--- src/rtl/hdb3_pkg.sv ---
`default_nettype none
// ============================================================================
//  Module      : hdb3_pkg
//  Description : Shared encodings for the HDBn line-encoder slice.
//                Ternary polar codes (P/N/Z) and delay-line symbol tags
//                (ZERO/ONE/B/V). These are the same encodings that the
//                dual-to-ternary polarity stage uses.
//  Revision    : 1.0  initial release
// ============================================================================
package hdb3_pkg;

    // Ternary line codes
    localparam logic [1:0] c_pol_p = 2'b10;  // +1
    localparam logic [1:0] c_pol_n = 2'b01;  // -1
    localparam logic [1:0] c_pol_z = 2'b00;  //  0

    // Symbol tags carried through the delay line
    localparam logic [1:0] c_tag_zero = 2'b00;
    localparam logic [1:0] c_tag_one  = 2'b01;
    localparam logic [1:0] c_tag_b    = 2'b10;
    localparam logic [1:0] c_tag_v    = 2'b11;

    // Map a polarity flag (1 = positive) to its ternary code
    function automatic logic [1:0] pol_code(input logic positive);
        return positive ? c_pol_p : c_pol_n;
    endfunction

endpackage : hdb3_pkg
`default_nettype wire

--- src/rtl/hdbn_polar.sv ---
`default_nettype none
// ============================================================================
//  Module      : hdbn_polar
//  Description : Polarity sub-stage. It tracks the polarity of the last mark
//                and maps each departing tag to a ternary code. Marks and B
//                pulses alternate, while V repeats the last polarity. In RZ
//                mode the code returns to zero one cycle after each load.
//  Ports       : clk, rst     - clock, async active-high reset
//                load_i       - a valid entry departs the delay line
//                tag_i        - tag of the departing entry
//                polar_o      - ternary code (10 = +1, 01 = -1, 00 = 0)
//                sym_o        - tag of the most recently emitted entry
//                valid_o      - one-cycle pulse on each update
//  Revision    : 1.0  initial release
// ============================================================================
module hdbn_polar
    import hdb3_pkg::*;
#(
    parameter int RZ_MODE = 0
) (
    input  logic       clk,
    input  logic       rst,
    input  logic       load_i,
    input  logic [1:0] tag_i,
    output logic [1:0] polar_o,
    output logic [1:0] sym_o,
    output logic       valid_o
);

    logic       last_pol_q, last_pol_d;   // 1 = last mark was positive
    logic [1:0] polar_q, code_d;
    logic [1:0] sym_q;
    logic       valid_q;

    always_comb begin
        last_pol_d = last_pol_q;
        code_d     = c_pol_z;
        case (tag_i)
            c_tag_one, c_tag_b: begin
                last_pol_d = ~last_pol_q;
                code_d     = pol_code(~last_pol_q);
            end
            // A violation repeats the previous polarity and leaves it as is
            c_tag_v: code_d = pol_code(last_pol_q);
            default: code_d = c_pol_z;
        endcase
    end

    always_ff @(posedge clk or posedge rst) begin
        if (rst) begin
            last_pol_q <= 1'b0;           // first mark comes out as +1
            polar_q    <= c_pol_z;
            sym_q      <= c_tag_zero;
            valid_q    <= 1'b0;
        end else if (load_i) begin
            last_pol_q <= last_pol_d;
            polar_q    <= code_d;
            sym_q      <= tag_i;
            valid_q    <= 1'b1;
        end else begin
            valid_q <= 1'b0;
            if (RZ_MODE != 0) begin
                polar_q <= c_pol_z;       // return to zero, tag is kept
            end
        end
    end

    assign polar_o = polar_q;
    assign sym_o   = sym_q;
    assign valid_o = valid_q;

endmodule : hdbn_polar
`default_nettype wire

--- src/rtl/hdbn_encoder.sv ---
`default_nettype none
// ============================================================================
//  Module      : hdbn_encoder
//  Description : HDBn line encoder. Accepted NRZ bits pass through a
//                ZERO_RUN-deep lookahead delay line. When the run of zeros
//                reaches ZERO_RUN, it is rewritten in place as 0..0V or
//                B0..0V. Departing entries then go through the polarity
//                stage. Output is NRZ or RZ ternary.
//  Ports       : clk, rst     - clock, async active-high reset
//                in_valid     - accept strobe for in_bit
//                in_bit       - binary data bit
//                polar_out    - ternary code (10 = +1, 01 = -1, 00 = 0)
//                sym_out      - emitted tag (00 zero, 01 one, 10 B, 11 V)
//                out_valid    - one-cycle pulse when the outputs update
//                err_overrun  - sticky RZ back-to-back accept flag
//  Revision    : 1.0  initial release
// ============================================================================
module hdbn_encoder
    import hdb3_pkg::*;
#(
    parameter int ZERO_RUN = 4,   // legal range 2..8
    parameter int RZ_MODE  = 0
) (
    input  logic       clk,
    input  logic       rst,
    input  logic       in_valid,
    input  logic       in_bit,
    output logic [1:0] polar_out,
    output logic [1:0] sym_out,
    output logic       out_valid,
    output logic       err_overrun
);

    localparam int              CNT_W      = $clog2(ZERO_RUN + 1);
    localparam logic [CNT_W-1:0] c_run_last = CNT_W'(ZERO_RUN - 1);

    // line[0] is the newest entry, line[ZERO_RUN-1] is the next to depart
    logic [ZERO_RUN-1:0][1:0] tag_q, tag_d;
    logic [ZERO_RUN-1:0]      vld_q, vld_d;
    logic [CNT_W-1:0]         zero_cnt_q, zero_cnt_d;
    logic                     parity_q, parity_d;   // marks since last V, mod 2
    logic                     in_valid_prev_q;
    logic                     err_q;
    logic                     load_w;

    always_comb begin
        tag_d      = tag_q;
        vld_d      = vld_q;
        zero_cnt_d = zero_cnt_q;
        parity_d   = parity_q;
        if (in_valid) begin
            for (int i = ZERO_RUN - 1; i > 0; i--) begin
                tag_d[i] = tag_q[i-1];
                vld_d[i] = vld_q[i-1];
            end
            vld_d[0] = 1'b1;
            if (in_bit) begin
                tag_d[0]   = c_tag_one;
                zero_cnt_d = '0;
                parity_d   = ~parity_q;
            end else if (zero_cnt_q == c_run_last) begin
                // Whole run is now in the line: the newest zero becomes V.
                // With an even mark count, the oldest zero becomes B so that
                // successive violations alternate in polarity.
                tag_d[0] = c_tag_v;
                if (!parity_q) begin
                    tag_d[ZERO_RUN-1] = c_tag_b;
                end
                zero_cnt_d = '0;
                parity_d   = 1'b0;
            end else begin
                tag_d[0]   = c_tag_zero;
                zero_cnt_d = zero_cnt_q + CNT_W'(1);
            end
        end
    end

    always_ff @(posedge clk or posedge rst) begin
        if (rst) begin
            tag_q           <= '0;
            vld_q           <= '0;
            zero_cnt_q      <= '0;
            parity_q        <= 1'b0;
            in_valid_prev_q <= 1'b0;
            err_q           <= 1'b0;
        end else begin
            tag_q           <= tag_d;
            vld_q           <= vld_d;
            zero_cnt_q      <= zero_cnt_d;
            parity_q        <= parity_d;
            in_valid_prev_q <= in_valid;
            if ((RZ_MODE != 0) && in_valid && in_valid_prev_q) begin
                err_q <= 1'b1;
            end
        end
    end

    // The pre-shift oldest entry departs on every accept. Only entries that
    // were actually written since reset produce output.
    assign load_w = in_valid & vld_q[ZERO_RUN-1];

    hdbn_polar #(
        .RZ_MODE (RZ_MODE)
    ) u_polar (
        .clk     (clk),
        .rst     (rst),
        .load_i  (load_w),
        .tag_i   (tag_q[ZERO_RUN-1]),
        .polar_o (polar_out),
        .sym_o   (sym_out),
        .valid_o (out_valid)
    );

    assign err_overrun = err_q;

endmodule : hdbn_encoder
`default_nettype wire

--- config.mk ---
export PLATFORM = sky130hd
export DESIGN_NAME = hdbn_encoder
export DESIGN_NICKNAME = d
export VERILOG_FILES = /design/src/rtl/hdb3_pkg.sv /design/src/rtl/hdbn_polar.sv /design/src/rtl/hdbn_encoder.sv
export SDC_FILE = /design/constraint.sdc
export NUM_CORES = 1
export LEC_CHECK = 0
export ABC_AREA = 1
export CAP_MARGIN = 0
export CORE_ASPECT_RATIO = 1.25
export CORE_MARGIN = 10
export CORE_UTILIZATION = 47
export DETAILED_ROUTE_END_ITERATION = 7
export PLACE_DENSITY = 0.71
export SLEW_MARGIN = 20
export SYNTH_ARGS = -nofsm -noshare
export SYNTH_HDL_FRONTEND = slang
export SYNTH_SLANG_ARGS = --single-unit
--- constraint.sdc ---
create_clock -name clk -period 1.2 [get_ports clk]
set_input_delay 0.3 -clock clk [delete_from_list [all_inputs] [get_ports clk]]
set_output_delay 0.3 -clock clk [all_outputs]
set_load 0.03 [all_outputs]
# After elaboration in Yosys (flattened, before gate mapping)
# Index checks and enable logic that the tools add are counted.
[word_totals]
reg_bits = 22
output_inout_bits = 6
word_cells = 36
in_bits = 4
[classes]
reduce_logical = 4
n_mux = 13
addsub = 1
n_eq_ne = 4
bitwise = 3
[op_table]
columns = ["op", "count"]
rows = [
  ["2-to-1 mux 2 bit", 7],
  ["2-to-1 mux 3 bit", 2],
  ["== test 2 bit, second input constant", 2],
  ["case mux 2 bit (2 select lines)", 1],
  ["AND reduction 2 bit", 2],
  ["adder 3 x 1 -> 3 bit, second input constant", 1],
  ["== test 3 x 2 -> 1 bit, second input constant", 1],
  ["2-to-1 mux 1 bit", 3],
  ["== test 2 x 1 -> 1 bit, second input constant", 1],
  ["inverter 1 bit", 2],
  ["nonzero test 2 bit", 1],
  ["OR reduction 2 bit", 1],
  ["bitwise AND 1 bit", 1],
]

# Depth between registers and ports, before layout
[logic_depth]
depth_word = 3
ltp_mapped = 6
mapped_depth_nobuf = 6

# Modules after synthesis
# From an unflattened synthesis, not the netlist that was laid out.
[hier_totals]
cells_unflattened = 107
hier_area_um2 = 955.9
[modules_own_cells]
columns = ["module", "area_each_um2", "seq_area_each_um2", "cells_per_inst", "instances"]
rows = [
  ["hdbn_encoder", 700.7, 400.4, 78, 1],
  ["hdbn_polar", 255.2, 150.1, 29, 1],
]

# Worst setup path before layout
# Ideal clock, no wire load.
[synth_timing]
kind = "register -> register"
start = "register tag_q[6] (netlist bit)"
end = "register u_polar.last_pol_q"
t_arrival_ps = 907
n_path_buf = 0
path_slack_ps = 173
required_ps = 1080
stages_incl_launch_ff = 6
setup_time_ps = 120
period_less_slack_ps = 1027
path_cell_list = "dfrtp_1 ha_1 inv_1 nor2_2 nand2_1 nand2_1"
[synth_via]
elab_chain_len = 3
elab_cells_between_ends = 4
cone_classes = "eq/ne: 2; reduce/logical: 2"
[synth_rtl]
columns = ["item", "line_no", "text"]
rows = [
  ["start: declaration", "hdbn_encoder.sv:38", "logic [ZERO_RUN-1:0][1:0] tag_q, tag_d;"],
  ["start signal: assignment", "hdbn_encoder.sv:87", "tag_q <= tag_d;"],
  ["== test 2 x 1 -> 1 bit / == test 2 bit (equally long branches)", "hdbn_polar.sv:38", "case (tag_i)"],
  ["OR reduction 2 bit *", "hdbn_polar.sv:38", ""],
  ["AND reduction 2 bit (no source line) *", "--", ""],
  ["end signal: assignment", "hdbn_polar.sv:56", "last_pol_q <= last_pol_d;"],
  ["end: declaration", "hdbn_polar.sv:30", "logic last_pol_q, last_pol_d;"],
]
# Mark *: on every way between the ends. The rest lies on a longest branch, timed or not.
# A chain may end at the register's enable or synchronous reset.

# Worst setup path after layout
[layout_timing]
start = "register u_polar.polar_q[0], in the netlist u_polar.polar_o[0]"
end = "output port polar_out[0]"
[layout_lines]
columns = ["item", "line_no", "text"]
rows = [
  ["start: declaration", "hdbn_polar.sv:31", "logic [1:0] polar_q, code_d;"],
  ["start signal: assignment", "hdbn_polar.sv:52", "polar_q <= c_pol_z;"],
  ["start signal: assignment", "hdbn_polar.sv:57", "polar_q <= code_d;"],
  ["start signal: assignment", "hdbn_polar.sv:63", "polar_q <= c_pol_z;"],
  ["end: declaration", "hdbn_encoder.sv:28", "output logic [1:0] polar_out,"],
]
# No word-level cell between the ends.

==> reports/results.tsv <==
metric	value	unit
rr_worst_depth	5	
num_vias	654	
clk_pin_slew_worst_paths	110	ps
synth.top_cell.area_share	0.574	
rows	18	
cts_tree	yes	
crit_type	flip-flop to output pin	
root_buffer	clkbuf_4	
fp.dieH	70.5	µm
postRouteAntennaNets	0	
holdWs	316	ps
leakagePower	0.000578	µW
synth_compound_area_frac	0.0744	
finalNonFillerCells	134	
post_drt_wl_per_cell	11.1	µm
postSynth.asyncResetShare	1.00	
die_w	60.4	µm
min_period_over_period	0.958	
fill_cells	175	
avgSynthCellArea	9.22	µm²
cp.required	900	ps
antennaDiodeCount	0	
yosysTopAreaCell	dfrtp_1	
synth.most_common_cell	nand2_1	
synth_top_family_by_area	simple AND/OR/NAND/NOR gates	
ir_worst_vdd	817	µV
place_inst	130	
synthDistinctLibCells	20	
routed_wl	1.48	mm
r2r_start	tag_q[6]	
hpwl	1.15	mm
cts_hold_buf	0	
gp_congestion	0.763	
cp-start-kind	flip-flop	
grt_max_degree	23	
grt_pass1_wl	2.75	mm
layout_setup_ws	50.2	ps
cellPowerDensity	1620	nW/µm²
nets	122	
min_path_type	primary input to asynchronous set/reset pin	
period_minus_slack	1150	ps
post-place-ws	-294	ps
synth_edf_count	0	
synth_seq_cells	22	
cts-buffers-inserted	3	
r2r_slack	100	ps
dr.first_iter.drc_count	11	
grt_overflow	0	
io_buffers	8	
clockBufferDepth	2	
worst_path_largest_cell_delay	390	ps
antenna_found_initial	0	
clkSinkCount	22	
cp_cell_sequence	buf_4	
path_buf_inv	1	
r2r_end	u_polar.last_pol_q	
synth_common_cells	nand2_1 (38), dfrtp_1 (22), inv_1 (10), a21oi_1 (5)	
postSynthCellCount	104	
via_per_inst	4.88	
cp_slowest_cell	dfrtp_1	
seq_area_frac_synth	0.574	
drive_above_1_share	0.184	
netlist_top_cells_area	dfrtp_1 (57%), nand2_1 (15%), inv_1 (3.9%)	
synth_nets	110	
drc	0	
die_area	4260	µm²
critical_path.top_delay_family	flip-flops	
clk_latency	290	ps
synth-adder-area-share	0.0261	
drv_slew	0	
rsz0062_at_grt	false	
synth-xor-area-share	0.00914	
setup_viol	0	
yosys_warnings	1	
grt_pass1_vias	661	
yosys.area_share.simple	0.217	
htree_levels	1	
firstDrtPassIters	2	
status	completed	
synthMuxAreaShare	0	
syn-cell-area	958	µm²
max_freq	870	MHz
worstPathArrival	850	ps
setup-tns-final	0	ps
areaGrowthSynthToFinish	12.7	%
hold_violations	0	
drv_cap	0	
synth_flop_cell	dfrtp_1	
coreArea	1960	µm²
grt.total_usage	0.0787	
skew	2.42	ps
initial_utilization	0.489	
io_pins	10	
final_util	0.551	
critPathCaptureType	output pin	
path_max_fanout	2	
-- worst max path at each step --
| stage | cells after the start | slack [ps] | start | to |
|---|---|---|---|---|
| after floorplan | 5 | 170 | tag_q[6] | u_polar.last_pol_q |
| after global placement | 4 | -270 | in_valid | zero_cnt_q[0] |
| after detailed placement | 4 | -290 | in_valid | zero_cnt_q[0] |
| after CTS | 1 | 20 | u_polar.sym_o[0] | sym_out[0] |
| after global routing | 1 | 0.1 | u_polar.polar_o[0] | polar_out[0] |
| final | 1 | 50 | u_polar.polar_o[0] | polar_out[0] |
-- repair_timing --
| action | in CTS | in global routing |
|---|---|---|
| setup endpoints to repair | 0 | 6 |
| gates resized for setup | 0 | 4 |
| buffers inserted | 0 | 1 |
-- cells in the final DEF (no fill, tap or decap) --
master and count:
o21ai_0 2, buf_4 5, buf_12 1, inv_2 1, ha_1 2, dfrtp_1 22
dlymetal6s2s_1 1, nor2_1 3, clkinv_4 1, conb_1 1, xnor2_1 1, a21oi_2 1
buf_6 2, clkdlybuf4s50_1 2, a21oi_1 5, nand3_1 4, or2_2 1, nor2_2 3
o21ai_2 2, nand2_1 38, nand2_4 1, inv_1 10, o21ai_1 2, clkbuf_4 3
-- where the power goes --
group	internal, µW	total, µW	switching, µW	leakage (µW)
Clock	117	308	192	0.0000138
Sequential	871	955	84.1	0.000273
Combinational	203	488	285	0.000291
-- cells by family (layout without fill, tap and decap cells) --
logic type | Yosys count | in the layout
other cells | 1 | 1
simple gates | 50 | 50
buf+inv | 16 | 26
xor+xnor | 1 | 1
compound gates | 12 | 12
flops | 22 | 22
fa+ha+maj | 2 | 2
-- layout make-up --
class	instances	area (µm²)	share of cell area
repair buffers	11	113	0.104
multi-input cells	66	319	0.295
flip-flops and latches	22	551	0.510
well taps	20	25.0	0.0232
clock buffers	3	22.5	0.0209
inverters	12	50.0	0.0463
-- flip-flops by register name, indices dropped and copies added (netlist names) --
name	flops
parity_q	1
zero_cnt_q	3
u_polar.valid_o	1
u_polar.last_pol_q	1
vld_q	4
u_polar.polar_o	2
u_polar.sym_o	2
tag_q	8
-- metrics by stage --
stage | cell area, µm² | total power, µW
6_report | 1080 | 1750
5_1_grt | 1080 | 1880
4_1_cts | 1060 | 1750
3_5_place_dp | 1040 | 1440
3_3_place_gp | 1040 | 1420
2_1_floorplan | 958 | 1300
-- routing by layer --
layer	wire length, µm	GRT usage	up-vias	share of wire
li1	-	-	337	-
met1	692	0.0971	305	0.47
met2	693	0.123	10	0.47
met3	85	0.0289	2	0.057
met4	12	0.0225	0	0.0081
met5	0	0	-	0
(Power assumes the default switching activity.)
